### config.mk
export PLATFORM = sky130hd
export DESIGN_NAME = mm_stream_driver
export DESIGN_NICKNAME = d
export VERILOG_FILES = /design/src/rtl/mm_pkg.sv /design/src/rtl/mm_result_buf.sv /design/src/rtl/mm_stream_driver.sv
export SDC_FILE = /design/constraint.sdc
export NUM_CORES = 1
export LEC_CHECK = 0
export ABC_CLOCK_PERIOD_IN_PS = 6800
export BUFFER_PORTS_ARGS = -buffer_cell sky130_fd_sc_hd__buf_2
export CAP_MARGIN = 10
export CORE_MARGIN = 4
export CORE_UTILIZATION = 50
export DETAILED_ROUTE_END_ITERATION = 10
export GPL_ROUTABILITY_DRIVEN = 0
export PLACE_DENSITY = 0.69
export SYNTH_ARGS = -nofsm -noshare
export SYNTH_HDL_FRONTEND = slang
export SYNTH_SLANG_ARGS = --single-unit
### constraint.sdc
create_clock -name CLK -period 6.8 [get_ports CLK]
set_input_delay 1.36 -clock CLK [delete_from_list [all_inputs] [get_ports CLK]]
set_output_delay 1.36 -clock CLK [all_outputs]
set_load 0.005 [all_outputs]
### src/rtl/mm_pkg.sv
// rtl/mm_pkg.sv - shared sizes, load-address map and FSM states for the matrix-multiplier stream driver
package mm_pkg;

  localparam int N  = 2;
  localparam int NE = N * N;
  localparam int DW = 8;
  localparam int RW = 2 * DW + 1;

  localparam logic [2:0] A_BASE = 3'd0;
  localparam logic [2:0] B_BASE = 3'd4;

  typedef enum logic [1:0] {
    IDLE = 2'd0,
    SEND = 2'd1,
    WAIT = 2'd2
  } mm_state_e;

endpackage

### src/rtl/mm_result_buf.sv
// rtl/mm_result_buf.sv - four-entry result register file with clear and combinational read
module mm_result_buf
  import mm_pkg::*;
(
  input  logic          clk_i,
  input  logic          rst_i,
  input  logic          clr_i,
  input  logic          we_i,
  input  logic [1:0]    widx_i,
  input  logic [RW-1:0] wdata_i,
  input  logic [1:0]    raddr_i,
  output logic [RW-1:0] rdata_o
);

  logic [RW-1:0] mem_q [NE];

  always_ff @(posedge clk_i) begin
    if (rst_i || clr_i) begin
      for (int i = 0; i < NE; i++) mem_q[i] <= '0;
    end else if (we_i) begin
      mem_q[widx_i] <= wdata_i;
    end
  end

  assign rdata_o = mem_q[raddr_i];

endmodule

### src/rtl/mm_stream_driver.sv
// rtl/mm_stream_driver.sv - loads a 2x2 operand pair, streams it to the multiplier and collects the results
module mm_stream_driver
  import mm_pkg::*;
#(
  parameter int TIMEOUT = 64
) (
  input  logic          CLK,
  input  logic          RST,
  input  logic          LD_VALID,
  output logic          LD_READY,
  input  logic [2:0]    LD_ADDR,
  input  logic [DW-1:0] LD_DATA,
  input  logic          GO,
  output logic          BUSY,
  output logic          DONE,
  output logic          ERR,
  input  logic [1:0]    RES_ADDR,
  output logic [RW-1:0] RES_DATA,
  output logic          MM_START,
  output logic [DW-1:0] MM_A,
  output logic [DW-1:0] MM_B,
  input  logic [RW-1:0] MM_OUT,
  input  logic          MM_OUT_STROBE
);

  localparam int TW = $clog2(TIMEOUT);

  mm_state_e     state_q, state_d;
  logic [DW-1:0] a_q [NE];
  logic [DW-1:0] a_d [NE];
  logic [DW-1:0] b_q [NE];
  logic [DW-1:0] b_d [NE];
  logic [1:0]    ecnt_q, ecnt_d;
  logic [2:0]    rcnt_q, rcnt_d;
  logic [TW-1:0] tcnt_q, tcnt_d;
  logic          mm_start_q, mm_start_d;
  logic [DW-1:0] mm_a_q, mm_a_d;
  logic [DW-1:0] mm_b_q, mm_b_d;
  logic          done_q, done_d;
  logic          err_q, err_d;
  logic          buf_clr;

  logic ld_fire, go_fire, cap, last_cap;

  assign ld_fire  = LD_VALID && (state_q == IDLE);
  assign go_fire  = GO && (state_q == IDLE);
  assign cap      = MM_OUT_STROBE && (state_q != IDLE) && !rcnt_q[2];
  assign last_cap = cap && (rcnt_q == 3'd3);

  always_comb begin
    a_d        = a_q;
    b_d        = b_q;
    state_d    = state_q;
    ecnt_d     = ecnt_q;
    rcnt_d     = rcnt_q;
    tcnt_d     = tcnt_q;
    mm_start_d = 1'b0;
    mm_a_d     = '0;
    mm_b_d     = '0;
    done_d     = last_cap;
    err_d      = err_q;
    buf_clr    = 1'b0;

    // Writes are applied first so a load in the GO cycle feeds element 0 directly.
    if (ld_fire && LD_ADDR < B_BASE) a_d[LD_ADDR[1:0]] = LD_DATA;
    if (ld_fire && LD_ADDR >= B_BASE) b_d[LD_ADDR[1:0]] = LD_DATA;

    if (cap) rcnt_d = rcnt_q + 3'd1;

    case (state_q)
      IDLE: begin
        if (go_fire) begin
          state_d    = SEND;
          mm_start_d = 1'b1;
          mm_a_d     = a_d[0];
          mm_b_d     = b_d[0];
          ecnt_d     = '0;
          rcnt_d     = '0;
          tcnt_d     = '0;
          err_d      = 1'b0;
          buf_clr    = 1'b1;
        end
      end
      SEND: begin
        if (ecnt_q == 2'd3) begin
          state_d = last_cap ? IDLE : WAIT;
          tcnt_d  = '0;
        end else begin
          mm_a_d = a_q[ecnt_q + 2'd1];
          mm_b_d = b_q[ecnt_q + 2'd1];
          ecnt_d = ecnt_q + 2'd1;
        end
      end
      WAIT: begin
        tcnt_d = tcnt_q + 1'b1;
        // A capture in the same cycle as expiry takes priority over the timeout.
        if (last_cap) begin
          state_d = IDLE;
        end else if (tcnt_q == TW'(TIMEOUT - 2)) begin
          state_d = IDLE;
          err_d   = 1'b1;
        end
      end
      default: state_d = IDLE;
    endcase
  end

  always_ff @(posedge CLK) begin
    if (RST) begin
      state_q    <= IDLE;
      for (int i = 0; i < NE; i++) begin
        a_q[i] <= '0;
        b_q[i] <= '0;
      end
      ecnt_q     <= '0;
      rcnt_q     <= '0;
      tcnt_q     <= '0;
      mm_start_q <= 1'b0;
      mm_a_q     <= '0;
      mm_b_q     <= '0;
      done_q     <= 1'b0;
      err_q      <= 1'b0;
    end else begin
      state_q    <= state_d;
      a_q        <= a_d;
      b_q        <= b_d;
      ecnt_q     <= ecnt_d;
      rcnt_q     <= rcnt_d;
      tcnt_q     <= tcnt_d;
      mm_start_q <= mm_start_d;
      mm_a_q     <= mm_a_d;
      mm_b_q     <= mm_b_d;
      done_q     <= done_d;
      err_q      <= err_d;
    end
  end

  mm_result_buf u_buf (
    .clk_i   (CLK),
    .rst_i   (RST),
    .clr_i   (buf_clr),
    .we_i    (cap),
    .widx_i  (rcnt_q[1:0]),
    .wdata_i (MM_OUT),
    .raddr_i (RES_ADDR),
    .rdata_o (RES_DATA)
  );

  assign LD_READY = (state_q == IDLE);
  assign BUSY     = (state_q != IDLE);
  assign DONE     = done_q;
  assign ERR      = err_q;
  assign MM_START = mm_start_q;
  assign MM_A     = mm_a_q;
  assign MM_B     = mm_b_q;

endmodule

Word level (Yosys, flattened, before mapping)
Memories as Yosys holds them, arrays and structs flattened.
Index checks and enable logic that the tools add are counted.
{"block": "classes", "order_cmp": 5, "add_sub_neg": 3, "n_eq_ne": 11, "n_reduce_logical": 20, "multipliers": 0, "n_bitwise": 2, "shifts": 0, "mux": 47, "div_mod_pow": 0}
{"operator": "2-to-1 mux 8 bit", "count": 9}
{"operator": "bitwise mux 32 bit", "count": 2}
{"operator": "2-to-1 mux 32 bit", "count": 2}
{"operator": "binary-select mux 8 bit (select 2 bit)", "count": 2}
{"operator": "one-hot mux 8 bit (2 select lines)", "count": 2}
{"operator": "one-hot mux 6 bit (3 select lines)", "count": 1}
{"operator": "2-to-1 mux 17 bit", "count": 1}
{"operator": "OR reduction 17 bit", "count": 1}
{"operator": "demux 8 bit (select 2 bit)", "count": 1}
{"operator": "2-to-1 mux 2 bit", "count": 8}
{"operator": "2-to-1 mux 6 bit", "count": 2}
{"operator": "2-to-1 mux 1 bit", "count": 11}
{"operator": "greater-or-equal comparator 3 bit (second input constant)", "count": 3}
{"operator": "2-to-1 mux 3 bit", "count": 3}
{"operator": "AND reduction 3 bit", "count": 3}
{"operator": "logical AND 1 bit", "count": 8}
{"operator": "!= test 2 bit (second input constant)", "count": 4}
{"operator": "adder 6 x 1 -> 6 bit (second input constant)", "count": 1}
{"operator": "equality test 6 bit (second input constant)", "count": 1}
{"operator": "inverter 2 -> 3 bit", "count": 2}
{"operator": "one-hot mux 2 bit (3 select lines)", "count": 1}
{"operator": "nonzero test 2 bit", "count": 3}
{"operator": "equality test 2 bit (second input constant)", "count": 2}
{"operator": "one-hot mux 2 bit (2 select lines)", "count": 1}
{"operator": "other kinds (14)", "count": 14}
{"block": "word_totals", "ff_bits": 96, "rom_bits": 0, "latch_bits": 0, "ramBits": 68, "n_memories": 1}
{"memory": "u_buf.mem_q", "words": 4, "word_bits": 17, "read_ports": 1, "rd_clocked_by_memory_dff": 0, "wr": 4, "line": "mm_result_buf.sv:15", "source": "logic [RW-1:0] mem_q [NE];"}

Logic depth before layout (Yosys ltp)
{"block": "depth", "word_depth": 9, "ltp_mapped": 7}

Cells and area by module
A second synthesis with hierarchy kept.
{"block": "hier_totals", "cells_unflattened": 729, "area_unflattened_um2": 7578.5}
{"mod": "mm_stream_driver", "instances": 1, "area_each_um2": 4608.2, "cells_each": 530, "seq_area_each_um2": 1921.8}
{"mod": "mm_result_buf", "instances": 1, "area_each_um2": 2970.3, "cells_each": 199, "seq_area_each_um2": 2042.0}

Worst setup path after synthesis
OpenSTA, ideal clock, no wires.
{"block": "synth_path", "path_kind": "input -> output", "from": "in RES_ADDR[0]", "to": "out RES_DATA[10]", "t_arrival_ps": 2667, "slack_ps": 2773, "cell_stages": 3, "n_path_buf": 2, "required_ps": 5440, "cell_sequence": "clkbuf_1 > buf_2 > mux4_2"}
{"block": "synth_between", "elab_chain_cells": 1}
{"element": "from (decl)", "line": "mm_stream_driver.sv:17", "source": "input logic [1:0] RES_ADDR,"}
{"element": "memory read (4 x 17 bit)"}
{"element": "to (decl)", "line": "mm_stream_driver.sv:18", "source": "output logic [RW-1:0] RES_DATA,"}
No other way between the ends.

Final worst setup path
{"block": "layout_path", "from": "in RES_ADDR[0]", "to": "out RES_DATA[12]"}
The elaborated chain is that of the path after synthesis.

==> impl_results.md <==
* Post-CTS Repair Setup Buffers at 0
* Detailed-route wire length per cell at 18.4 um
* Topmost layer with routed signal wires: met4
* Remaining global-route overflow at 0
* Unrepaired setup endpoints after global routing: no
* Post-synthesis area per instance at 11.8 um^2
* Crit Path Class: primary input to primary output
* Largest cells by area after synthesis: edfxtp_1, dfxtp_1, mux4_2
* CP Data Arrival Time at 2560 ps
* DP Cell Count at 802
* Worst-skew pair later-pin latency at 410 ps
* H-tree levels at 4
* Maximum number of pins on one net before global-route repair at 79
* Die outline width at 126 um
* Synthesis-to-finish area growth at 13.6%
* FP Rows at 42
* Antenna violations before repair at 1
* Post-synthesis sequential area ratio at 56.7%
* Number of instances in the synthesized netlist at 594
* Top cells by instance count after synthesis: dfxtp_1, and2_1, edfxtp_1
* Leakage Power at 3.07 nW
* Hold Crit Class: register to register
* Initial Utilization at 52.0%
* Run status: complete, no violations
* Maximum clock path buffer count at 2
* CP required at 5440 ps
* Overall track demand over capacity in global routing at 19.4%
* Vias/cell at 5.61
* Placed wire-length estimate after detailed placement at 9960 um
* Via count of the routed design at 4,681
* Clock tree from TritonCTS: done
* Total nets after synthesis at 634
* Highest attainable clock frequency at 255 MHz
* Setup skew after layout at 5.11 ps
* Register bit total from synthesis at 164
* Net total in the final layout at 685
* Startpoint of the most critical setup path: RES_ADDR[0]
* First-pass detailed-route iteration total at 5
* Nature of the critical path startpoint: primary input
* Number of clock sinks at 164
* Peak fanout along the critical path at 17
* Final cycle utilization of the critical path at 57.6%
* Synth area leader: edfxtp_1
* Post-layout instance area at 7950 um^2
* Number of standard cells in the final layout excluding fillers at 835
* Proportion of register bits with asynchronous set or reset after synthesis at 0%
* Power density of the placed cells at 264 nW/um^2
* Number of max-cap violations at 0
* Top cell type's share of synthesized area at 29.2%
* CTS Root Buffer Type: clkbuf_16
* Synth Cell Area at 6990 um^2
* Largest voltage drop on the vdd net at 188 uV
* Final routed wirelength across all metal layers at 15,400 um
* Total setup violations reported at the end of the flow at 0
* Actual transition at the worst max-transition pin at 909 ps
* Startpoint of the worst-slack reg-to-reg timing path: state_q[0]
* Port bufs at 72
* Number of max-slew violations in the final report at 0
* Area of the die at 15,900 um^2
* First-pass GRT wire length at 24,500 um
* Number of enable-type register cells in the synthesized netlist at 68
* Hold bufs inserted after CTS at 0
* Met1 Wirelength at 6480 um
* Clock buffer count from CTS at 17
* Count of final hold-check violations at 0
* IO Count at 73
* Count of fill cells added during filler insertion at 1,086
* Synth cell types at 47
* Routed length on met2 at 7880 um
* Iteration-0 DRC count of the detailed router at 325
* Number of global-route vias before repair at 4,819
* Remaining routing DRC violations at 0
* Met3 layer wire length in the routed design at 844 um
* Worst slew slack as a fraction of its limit at 39.2%
* Fraction of final layout cells sized beyond drive strength 1 at 21.1%
* Number of cells upsized or downsized after cts at 0
* Final period demand of the worst path at 3920 ps
* Dpl cell area at 7410 um^2
* Worst Setup End Kind: primary output
* Leading cell type by number of instances after synthesis: dfxtp_1
* Hold slack final at 475 ps
* Core footprint at 13,500 um^2
* Clock transition at the registers of the reported paths at 60 ps
* Top_reg_cell synth: dfxtp_1
* Count of warnings emitted by yosys at 0
* Number of nets still failing antenna checks after routing at 0
* Die H at 126 um
* Fin Setup TNS at 0 ps
==> layout by cell type, fill, tap and decap left out, types with 17 or more instances in the layout <==
master	instances
a21oi_1	37
nand2_1	40
o21ai_0	32
and2_1	70
buf_2	72
mux4_2	33
inv_1	21
dfxtp_1	96
edfxtp_1	68
clkbuf_16	17
nor2_1	44
mux2i_1	33
==> metal layers <==
| metal | up-vias | global-route usage (%) |
|---|---|---|
| met2 | 150 | 33.4 |
| met5 | - | 0 |
| li1 | 2228 | - |
| met4 | 0 | 6.12 |
| met1 | 2284 | 24.1 |
| met3 | 19 | 5.00 |
==> cell type report <==
class,instances,area [um^2],share of cell area [%]
diodes,1,2.50,0.0315
clock inverters,6,53.8,0.677
repair buffers,75,383,4.82
inverters,22,82.6,1.04
well taps,176,220,2.77
flip-flops and latches,164,3960,49.9
clock buffers,26,479,6.03
multi-input cells,365,2760,34.8
==> stage by stage <==
step / total power [W] / utilization (%) / setup WS (ps)
global placement: 0.00124 / 55.1 / 2720
finish: 0.00210 / 59.1 / 2880
CTS: 0.00212 / 59.1 / 2830
detailed placement: 0.00125 / 55.1 / 2530
floorplan: 0.00119 / - / 2770
global route: 0.00217 / 59.1 / 2740
==> worst paths after layout <==
check,slack (ps),cells after the start,to
max reg2reg,3590,6,u_buf.mem_q[0][14]
min,470,2,register
min reg2reg,470,2,register
max,2880,3,RES_DATA[12]
==> worst max-delay path: stages <==
cell	delay, ps
buf_2	460
mux4_2	590
buf_2	150
==> power by group <==
part           switching, W  internal [W]  total [W]
logic             0.0000897     0.0000593   0.000149
clock network      0.000355      0.000519   0.000874
registers         0.0000149       0.00106    0.00108
total              0.000460       0.00164    0.00210
==> cell families (layout without fill, tap and decap cells) <==
| family | after synthesis | after routing | share of synthesized area, % |
|---|---|---|---|
| AOI/OAI and AO/OA | 99 | 99 | 8.01 |
| and+or+nand+nor | 190 | 190 | 14.6 |
| adders and majority gates | 5 | 5 | 0.894 |
| buffers and inverters | 65 | 129 | 3.81 |
| other | 0 | 1 | 0 |
| muxes | 66 | 66 | 15.3 |
| DFF | 164 | 164 | 56.7 |
| xor gates and xnor gates | 5 | 5 | 0.626 |
Power figures use the tool's default switching activity.
